==> src/rtl/ef_tmr32_pkg.sv <==
// ---------------------------------------------------------------------------
// ef_tmr32_pkg
// Shared definitions for the EF_TMR32 fault-conditioning path: FSM state
// encoding and default widths for the filter and event counter.
// ---------------------------------------------------------------------------
package ef_tmr32_pkg;

  localparam int FLT_W_DEF = 8;   // filter length / qualification counter width
  localparam int CNT_W_DEF = 16;  // fault event counter width

  typedef enum logic [1:0] {
    ST_IDLE  = 2'd0,
    ST_ARMED = 2'd1,
    ST_FAULT = 2'd2
  } state_e;

endpackage

==> src/rtl/ef_sync2.sv <==
// ---------------------------------------------------------------------------
// ef_sync2
// Generic two-flop synchroniser for bringing asynchronous levels into the
// clk domain. Both stages clear to 0 on reset.
//
// Ports:
//   clk    - destination clock
//   rst_n  - asynchronous active-low reset
//   d      - asynchronous input
//   q      - synchronised output (two clk of latency)
// ---------------------------------------------------------------------------
module ef_sync2 #(
  parameter int WIDTH = 1
) (
  input  logic             clk,
  input  logic             rst_n,
  input  logic [WIDTH-1:0] d,
  output logic [WIDTH-1:0] q
);

  logic [WIDTH-1:0] meta;

  // NOTE: flops use non-blocking assignments so every stage samples the
  // pre-edge value of its neighbour; blocking here would collapse the chain.
  always_ff @(posedge clk or negedge rst_n) begin
    if (!rst_n) begin
      meta <= '0;
      q    <= '0;
    end else begin
      meta <= d;
      q    <= meta;
    end
  end

endmodule

==> src/rtl/ef_tmr32_fault_filter.sv <==
// ---------------------------------------------------------------------------
// ef_tmr32_fault_filter
// Conditions the raw external fault pin for EF_TMR32: synchronise, apply
// polarity, qualify over filt_len+1 consecutive samples, then drive a clean
// registered pwm_fault. Release is either automatic (filt_len+1 inactive
// samples) or by software clr. Also provides a one-cycle entry pulse and a
// saturating count of fault entries.
//
// Ports:
//   clk, rst_n  - clock, asynchronous active-low reset
//   en          - filter enable; 0 returns the FSM to IDLE
//   fault_in    - raw asynchronous fault pin
//   polarity    - 1: pin high is a fault, 0: pin low is a fault
//   filt_len    - qualification length (filt_len+1 samples)
//   auto_clr    - 1: automatic release, 0: latched until clr
//   clr         - software clear of a latched fault (ignored while active)
//   cnt_clr     - clear of fault_cnt (wins over a coincident increment)
//   pwm_fault   - qualified fault level to EF_TMR32
//   fault_sync  - synchronised, polarity-corrected sample
//   fault_evt   - one-cycle pulse on each entry into FAULT
//   fault_cnt   - saturating count of FAULT entries
// ---------------------------------------------------------------------------
module ef_tmr32_fault_filter
  import ef_tmr32_pkg::*;
#(
  parameter int FLT_W = FLT_W_DEF,
  parameter int CNT_W = CNT_W_DEF
) (
  input  logic             clk,
  input  logic             rst_n,
  input  logic             en,
  input  logic             fault_in,
  input  logic             polarity,
  input  logic [FLT_W-1:0] filt_len,
  input  logic             auto_clr,
  input  logic             clr,
  input  logic             cnt_clr,
  output logic             pwm_fault,
  output logic             fault_sync,
  output logic             fault_evt,
  output logic [CNT_W-1:0] fault_cnt
);

  logic             sync_q;
  logic             active;
  state_e           state, state_n;
  logic [FLT_W-1:0] qcnt, qcnt_n;
  logic             enter_fault;

  // The synchroniser runs regardless of en so the sample is already settled
  // by the time the filter is enabled.
  ef_sync2 #(.WIDTH(1)) u_sync (
    .clk   (clk),
    .rst_n (rst_n),
    .d     (fault_in),
    .q     (sync_q)
  );

  assign active     = ~(sync_q ^ polarity);
  assign fault_sync = active;

  // Qualification compares the current count before incrementing, so
  // filt_len+1 consecutive samples are needed. Using >= means a lowered
  // filt_len takes effect on the next sample and qcnt never wraps.
  // NOTE: every combinational output gets a default first so no path through
  // the case statement leaves it unassigned (which would infer a latch).
  always_comb begin
    state_n     = state;
    qcnt_n      = qcnt;
    enter_fault = 1'b0;
    if (!en) begin
      state_n = ST_IDLE;
      qcnt_n  = '0;
    end else begin
      case (state)
        ST_IDLE: begin
          state_n = ST_ARMED;
          qcnt_n  = '0;
        end
        ST_ARMED: begin
          if (active) begin
            if (qcnt >= filt_len) begin
              state_n     = ST_FAULT;
              qcnt_n      = '0;
              enter_fault = 1'b1;
            end else begin
              qcnt_n = qcnt + FLT_W'(1);
            end
          end else begin
            qcnt_n = '0;
          end
        end
        ST_FAULT: begin
          if (auto_clr) begin
            // qcnt counts consecutive inactive samples while in FAULT.
            if (active) begin
              qcnt_n = '0;
            end else if (qcnt >= filt_len) begin
              state_n = ST_ARMED;
              qcnt_n  = '0;
            end else begin
              qcnt_n = qcnt + FLT_W'(1);
            end
          end else begin
            qcnt_n = '0;
            if (clr && !active) begin
              state_n = ST_ARMED;
            end
          end
        end
        default: begin
          state_n = ST_IDLE;
          qcnt_n  = '0;
        end
      endcase
    end
  end

  always_ff @(posedge clk or negedge rst_n) begin
    if (!rst_n) begin
      state     <= ST_IDLE;
      qcnt      <= '0;
      pwm_fault <= 1'b0;
      fault_evt <= 1'b0;
      fault_cnt <= '0;
    end else begin
      state     <= state_n;
      qcnt      <= qcnt_n;
      // Registered from next-state so pwm_fault rises on the entry edge
      // and is glitch-free toward the timer.
      pwm_fault <= (state_n == ST_FAULT);
      fault_evt <= enter_fault;
      if (cnt_clr) begin
        fault_cnt <= '0;
      end else if (enter_fault && (fault_cnt != '1)) begin
        fault_cnt <= fault_cnt + CNT_W'(1);
      end
    end
  end

endmodule

==> config.mk <==
export PLATFORM = sky130hd
export DESIGN_NAME = ef_tmr32_fault_filter
export DESIGN_NICKNAME = d
export VERILOG_FILES = /design/src/rtl/ef_tmr32_pkg.sv /design/src/rtl/ef_sync2.sv /design/src/rtl/ef_tmr32_fault_filter.sv
export SDC_FILE = /design/constraint.sdc
export NUM_CORES = 1
export LEC_CHECK = 0
export CORE_ASPECT_RATIO = 0.6
export CORE_MARGIN = 2
export CORE_UTILIZATION = 47
export CTS_CLUSTER_SIZE = 14
export DETAILED_ROUTE_END_ITERATION = 8
export GPL_ROUTABILITY_DRIVEN = 0
export GPL_TIMING_DRIVEN = 0
export MAX_ROUTING_LAYER = met4
export PLACE_DENSITY = 0.86
export SLEW_MARGIN = 20
export SYNTH_ARGS = -nofsm -noshare
export SYNTH_HDL_FRONTEND = slang
export SYNTH_HIERARCHICAL = 1
export SYNTH_SLANG_ARGS = --single-unit
==> constraint.sdc <==
create_clock -name clk -period 2 [get_ports clk]
set_input_delay 0.2 -clock clk [delete_from_list [all_inputs] [get_ports clk]]
set_output_delay 0.2 -clock clk [all_outputs]
set_load 0.02 [all_outputs]
==> results of run 1 <==
==> cell type report <==
class	instances	area, sq um
clock buffers	8	110
well taps	47	58.8
inverters	13	48.8
multi-input cells	148	1260
flip-flops and latches	30	754
fillers	242	890
plain buffers	8	71.3
repair buffers	60	573
==> path summary, 6_finish.rpt <==
check | slack [ns] | cells after the start | endpoint
max in group asynchronous | 1.01 | 2 | qcnt[0]$_DFF_PN0_
max | -0.32 | 6 | fault_cnt[2]$_DFFE_PN0P_
max reg2reg | -0.32 | 6 | fault_cnt[2]$_DFFE_PN0P_
min in group asynchronous | 0.50 | 2 | fault_cnt[10]$_DFFE_PN0P_
min reg2reg | 0.39 | 0 | u_sync/q$_DFF_PN0_
min | 0.35 | 1 | u_sync/meta$_DFF_PN0_
==> kinds of logic after synthesis <==
family                   after synthesis
buffers and inverters                 22
AO/OA/AOI/OAI                         44
adder cells (fa/ha/maj)               14
flip-flops                            30
XOR/XNOR                               7
AND/OR/NAND/NOR                       79
multiplexers                           4
==> per-layer routing <==
metal  vias up  global-route usage (%)  share of wire, %
met3        23                    9.36               8.5
met1       966                    33.7                41
met5         -                       -                 0
li1        877                       -                 -
met2       120                    42.3                47
met4         0                    11.9               3.0
==> sequential cells by signal, summed over array words and instances (netlist names) <==
name	flops
fault_cnt	16
fault_evt	1
pwm_fault	1
qcnt	8
state	2
u_sync/meta	1
u_sync/q	1
==> where the power goes <==
part,internal [mW],switching [mW],total [mW]
clock network,0.347,0.241,0.588
logic,0.125,0.173,0.298
registers,0.620,0.0188,0.639
total,1.09,0.432,1.53
==> stage by stage <==
step	setup slack [ns]	power (mW)	TNS (ns)
2_1_floorplan	-0.0275	0.791	-0.207
3_3_place_gp	-0.595	0.871	-13.42
3_5_place_dp	-0.640	0.878	-14.83
4_1_cts	-0.152	1.49	-3.00
5_1_grt	-0.395	1.58	-7.25
6_report	-0.324	1.53	-5.62
==> timing repair <==
| item | CTS | global route |
|---|---|---|
| gates cloned | 1 | 0 |
| setup buffers | 18 | 6 |
| hold buffers | 1 | 0 |
| gates resized for setup | 30 | 33 |
| hold endpoints to repair | 30 | 0 |
| pin swaps | 11 | 25 |
| endpoints found under the setup margin | 28 | 28 |
==> worst max-delay path: stages (launching register included) <==
cell,delay (ns)
dfrtp_1,0.48
nand4_1,0.25
or4_1,0.62
nand2_1,0.20
buf_4,0.25
nor3b_1,0.09
mux2_1,0.32
==> cells in the final DEF, fill, tap and decap left out, types with 3 or more instances in the layout <==
master and n:
a21oi_1 12, clkdlybuf4s50_1 30, nor2b_1 4, dlygate4sd2_1 3
or3_1 3, o21ai_0 3, nor2_1 7, buf_6 8
clkbuf_8 8, or4_1 9, nand3_1 9, nor2_4 4
dfrtp_1 27, nor2_2 5, dfrtp_2 3, o21ai_2 3
a21oi_2 3, nand2_1 7, o31ai_2 5, o21a_1 3
xor2_1 5, ha_1 10, inv_1 11, buf_4 19
nand4_1 10, ha_4 3
==> impl_results.md, run 1 <==
- Hold Worst Slack: about 0.35 ns
- Antenna cells: 0
- Utilization after layout: 76.4%
- Post-layout min period: 2.32 ns
- Crit path capture type: register
- Final setup margin: -0.324 ns
- Pwr Density: 530 nW/um^2
- Clock Path Buffers: 2
- Layout cells sized above 1: 31.8%
- Top area cells in the synthesized netlist: dfrtp_1 (40%), ha_1 (9.3%), a21oi_1 (4.0%), or4_1 (4.0%), nand4_1 (3.3%)
- Die W: between 80 and 90 um
- LEAKAGE: ~1.2 nW
- Nets@finish: 296
- Hold WC Path Type: in2reg
- Crit-path max FO: 10
- Number of synthesized flops with an enable pin: 0
- I/O pin cnt: 35
- Register area share after synthesis: approximately two fifths
- DIE HEIGHT: 53.0 um
- Peak VDD IR: 375 uV
- Post-Synth Adder-Cell Area: 9.30%
- Max Cap Viol: 0
- Clock sink total: 30
- Initial Utilization: 50.0%
- Design area: 2880 sq um
- Status: finished with violations
- Post-synth top area cell: dfrtp_1
- Main synth FF type: dfrtp_1
- H-tree levels: 2
- Cell Count, Final, Fillers Out: 314
- Worst slew pin tran: 0.686 ns
- Syn Std Cell Area: 1880 sq um
- Critical path data required time: 2.16 ns
- Failing checks: design-rule violations, negative setup slack
- 1st-iter DRT viols: 173
- Clock buffer count from CTS: 5
- Worst skew pair latency: a little under 0.3 ns
- Layout Area Growth over Synthesis: 52.6%
- Synthesized area per cell: 9.42 sq um
- Post-synthesis mux area share: 2.39%
- Unrepaired setup endpoints after global routing: true
- Largest net degree at the start of global routing: 31
- Dpl cells: 281
- Antenna violations before repair: 0
- Synth top area share: between 30% and 40%
- Buffers on Ports: 34
- Residual DRC: 2
- Compound-Gate Fraction of Synth Area: 15.6%
- Final setup fails: 27
- Detail Placement HPWL: roughly 3.5 mm
- CP Class: reg2reg
- Root buf cell: clkbuf_8
- Synth Net Count: 230
- Critical path arrival: 2.49 ns
- Vias in the first global route: 1850
- Router iterations before antenna repair: 7
- Synth Area in XOR/XNOR: 3.65%
- Most common library cells after synthesis: dfrtp_1 (30), nor2_1 (16), a21oi_1 (15), ha_1 (14), inv_1 (13)
- Critical Path Start Type: register
- Core area: 3760 sq um
- Synthesized flop and latch total: 30
- Worst-path clk slew: 0.07 ns
- First-pass GRT wire length: between 8 and 9 mm
- Die ar.: 4550 sq um
- Slew Limit Fails: 0
- Synth warnings: 6
- Total GRT Usage: 27.6%
- Placed Area: 2320 sq um
- Unique masters post-synth: between 40 and 50
- Clock skew: 0.00582 ns
- Cells after synthesis: 200
- R2r startpoint: fault_cnt[5]$_DFFE_PN0P_
- CTS tree: built
- Min-Delay Startpoint: fault_in
- CP Launch Point: fault_cnt[5]$_DFFE_PN0P_
- Drt wl/cell: 20.8 um
- Synth Area in Simple Gates: 24.2%
- Async set-reset flop share out of synthesis: 100%
- DRT Wirelength: 6.52 mm
- Row cnt: 17
- Main combinational cell family by area after synthesis: simple AND/OR/NAND/NOR gates
- Routed vias: between 1500 and 2000
- Most numerous cell in the Yosys netlist: dfrtp_1
- Via/cell ratio: 6.32
- Fmax: 430 MHz
- Worst slew margin: 54.3%
- GR Overflow Total: 0
- Count of final hold-check violations: 0
- Tcrit/Tclk final: 116%
- Final ANT Viol Nets: 0
Power figures use the tool's default switching activity.
==> run 2, diff against run 1 <==
- MAX_ROUTING_LAYER: met4 -> not set
==> run 2 against run 1 <==
The run still ends with design-rule violations, negative setup slack left; sequential power is essentially flat; non-clock buffer count shrank 2; first-iteration DRC count grew 25%; largest power group unchanged; combinational power grew 1%; via count shrank 2.1%.
==> impl_results.md, run 2 (synthesis gave the netlist of run 1 again) <==
- DIE HEIGHT: around 53 um
- Layout cells sized above 1: 30.9%
- Clock buffer count from CTS: 5
- Crit path capture type: register
- FF-to-FF path depth: 7
- Count of final hold-check violations: 0
- LEAKAGE: ~1.2 nW
- Crit-path max FO: 10
- Via/cell ratio: 6.23
- Clock Path Buffers: 2
- Critical path arrival: 2.41 ns
- Setup TNS: -3.87 ns
- Nets@finish: slightly below 300
- Peak VDD IR: 323 uV
- Worst skew pair latency: 0.29 ns
- Antenna cells: 0
- R2r startpoint: fault_cnt[0]$_DFFE_PN0P_
- Routed vias: 1945
- Antenna violations before repair: 0
- R2r setup slk: -0.25 ns
- Min-Delay Startpoint: fault_in
- Max reg flops: 16
- Router iterations before antenna repair: 7
- Die W: 85.7 um
- CP Class: reg2reg
- Slew Limit Fails: 0
- Worst-path clk slew: 0.07 ns
- Regs by FF count: fault_cnt (16), qcnt (8), state (2)
- Worst slew pin tran: 0.678 ns
- Unrepaired setup endpoints after global routing: true
- Pwr Density: approximately 530 nW/um^2
- Top reg by flops: fault_cnt
- Largest net degree at the start of global routing: 31
- I/O pin cnt: 35
- Hold depth: 1
- Root buf cell: clkbuf_8
- Commonest non-fill, non-tap cell in the layout: clkdlybuf4s50_1
- Clock skew: 0.00740 ns
- CTS tree: built
- Drt wl/cell: about 19 um
- Core area: around 3800 sq um
- Die ar.: around 4500 sq um
- Row cnt: 17
- Critical Path Start Type: register
- Status: finished with violations
- Layout Area Growth over Synthesis: 52.4%
- Worst reg2reg endpoint: fault_cnt[2]$_DFFE_PN0P_
- H-tree levels: 2
- Final ANT Viol Nets: 0
- GR Overflow Total: 0
- Residual DRC: 2
- Dpl cells: approximately 280
- Detail Placement HPWL: 3.48 mm
- Fmax: around 440 MHz
- DP Worst Slack: -0.640 ns
- Hold endpoint: u_sync/meta$_DFF_PN0_
- Worst slew margin: 54.8%
- Critical path data required time: 2.16 ns
- Total power: 1.53 mW
- First-pass GRT wire length: 8.98 mm
- Clock sink total: 30
- Cell Count, Final, Fillers Out: 312
- Total GRT Usage: 26.9%
- Final setup margin: -0.250 ns
- Final setup fails: 28
- Max Cap Viol: 0
- Buffers on Ports: 34
- Utilization after layout: 76.3%
- Hold WC Path Type: in2reg
- Most frequent cells in the layout: clkdlybuf4s50_1 (30), dfrtp_1 (27), buf_4 (17)
- 1st-iter DRT viols: 216
- Post-layout min period: 2.25 ns
- Initial Utilization: about half
- Failing checks: design-rule violations, negative setup slack
- DRT Wirelength: roughly 6.0 mm
- Vias in the first global route: 1848
- Tcrit/Tclk final: 113%
==> run 2: routing by layer <==
layer | up-vias | GRT usage [%] | share of wire (%)
met2 | 140 | 42.1 | 45
met3 | 21 | 9.52 | 10
li1 | 872 | - | -
met4 | 0 | 11.9 | 2.6
met1 | 912 | 34.1 | 42
met5 | - | 0 | 0
==> run 2: layout make-up <==
class	instances	area, sq um
sequential	30	754
inverter	13	48.8
clock buffer	8	110
tap	47	58.8
fill	226	893
buffer	8	71.3
timing repair buffer	58	558
multi-input combinational	148	1270
==> run 2: how the worst max path moves through the flow <==
stage,startpoint,endpoint,slack [ns],cells after the start
floorplan,qcnt[0]$_DFF_PN0_,fault_cnt[8]$_DFFE_PN0P_,-0.03,8
global placement,filt_len[1],qcnt[3]$_DFF_PN0_,-0.60,8
detailed placement,filt_len[1],qcnt[0]$_DFF_PN0_,-0.64,8
CTS,qcnt[0]$_DFF_PN0_,fault_cnt[5]$_DFFE_PN0P_,-0.15,10
global route,qcnt[0]$_DFF_PN0_,fault_cnt[9]$_DFFE_PN0P_,-0.30,10
finish,fault_cnt[0]$_DFFE_PN0P_,fault_cnt[2]$_DFFE_PN0P_,-0.25,7
==> run 2: through the flow <==
step | area, sq um | hold slack [ns]
global route | 2870 | 0.360
floorplan | 1930 | -0.0956
finish | 2870 | 0.348
CTS | 2690 | 0.348
detailed placement | 2320 | 0.277
global placement | 2330 | 0.362
==> run 2: critical path, stage by stage (launching register included) <==
cell,delay [ns]
dfrtp_2,0.40
ha_4,0.15
nand3_1,0.18
or4_1,0.59
nand2_1,0.19
buf_4,0.23
nor3b_1,0.08
mux2_1,0.31
==> run 2: where the power goes <==
| group | internal [mW] | switching [mW] |
|---|---|---|
| clock | 0.347 | 0.243 |
| combinational | 0.134 | 0.168 |
| sequential | 0.620 | 0.0217 |
==> run 2: timing repair <==
action / CTS / global route
gates resized for setup: 30 / 34
pin swaps: 11 / 21
hold buffers: 1 / 0
gates cloned: 1 / 0
setup endpoints to repair: 28 / 28
setup buffers: 18 / 4
hold endpoints to repair: 30 / 0
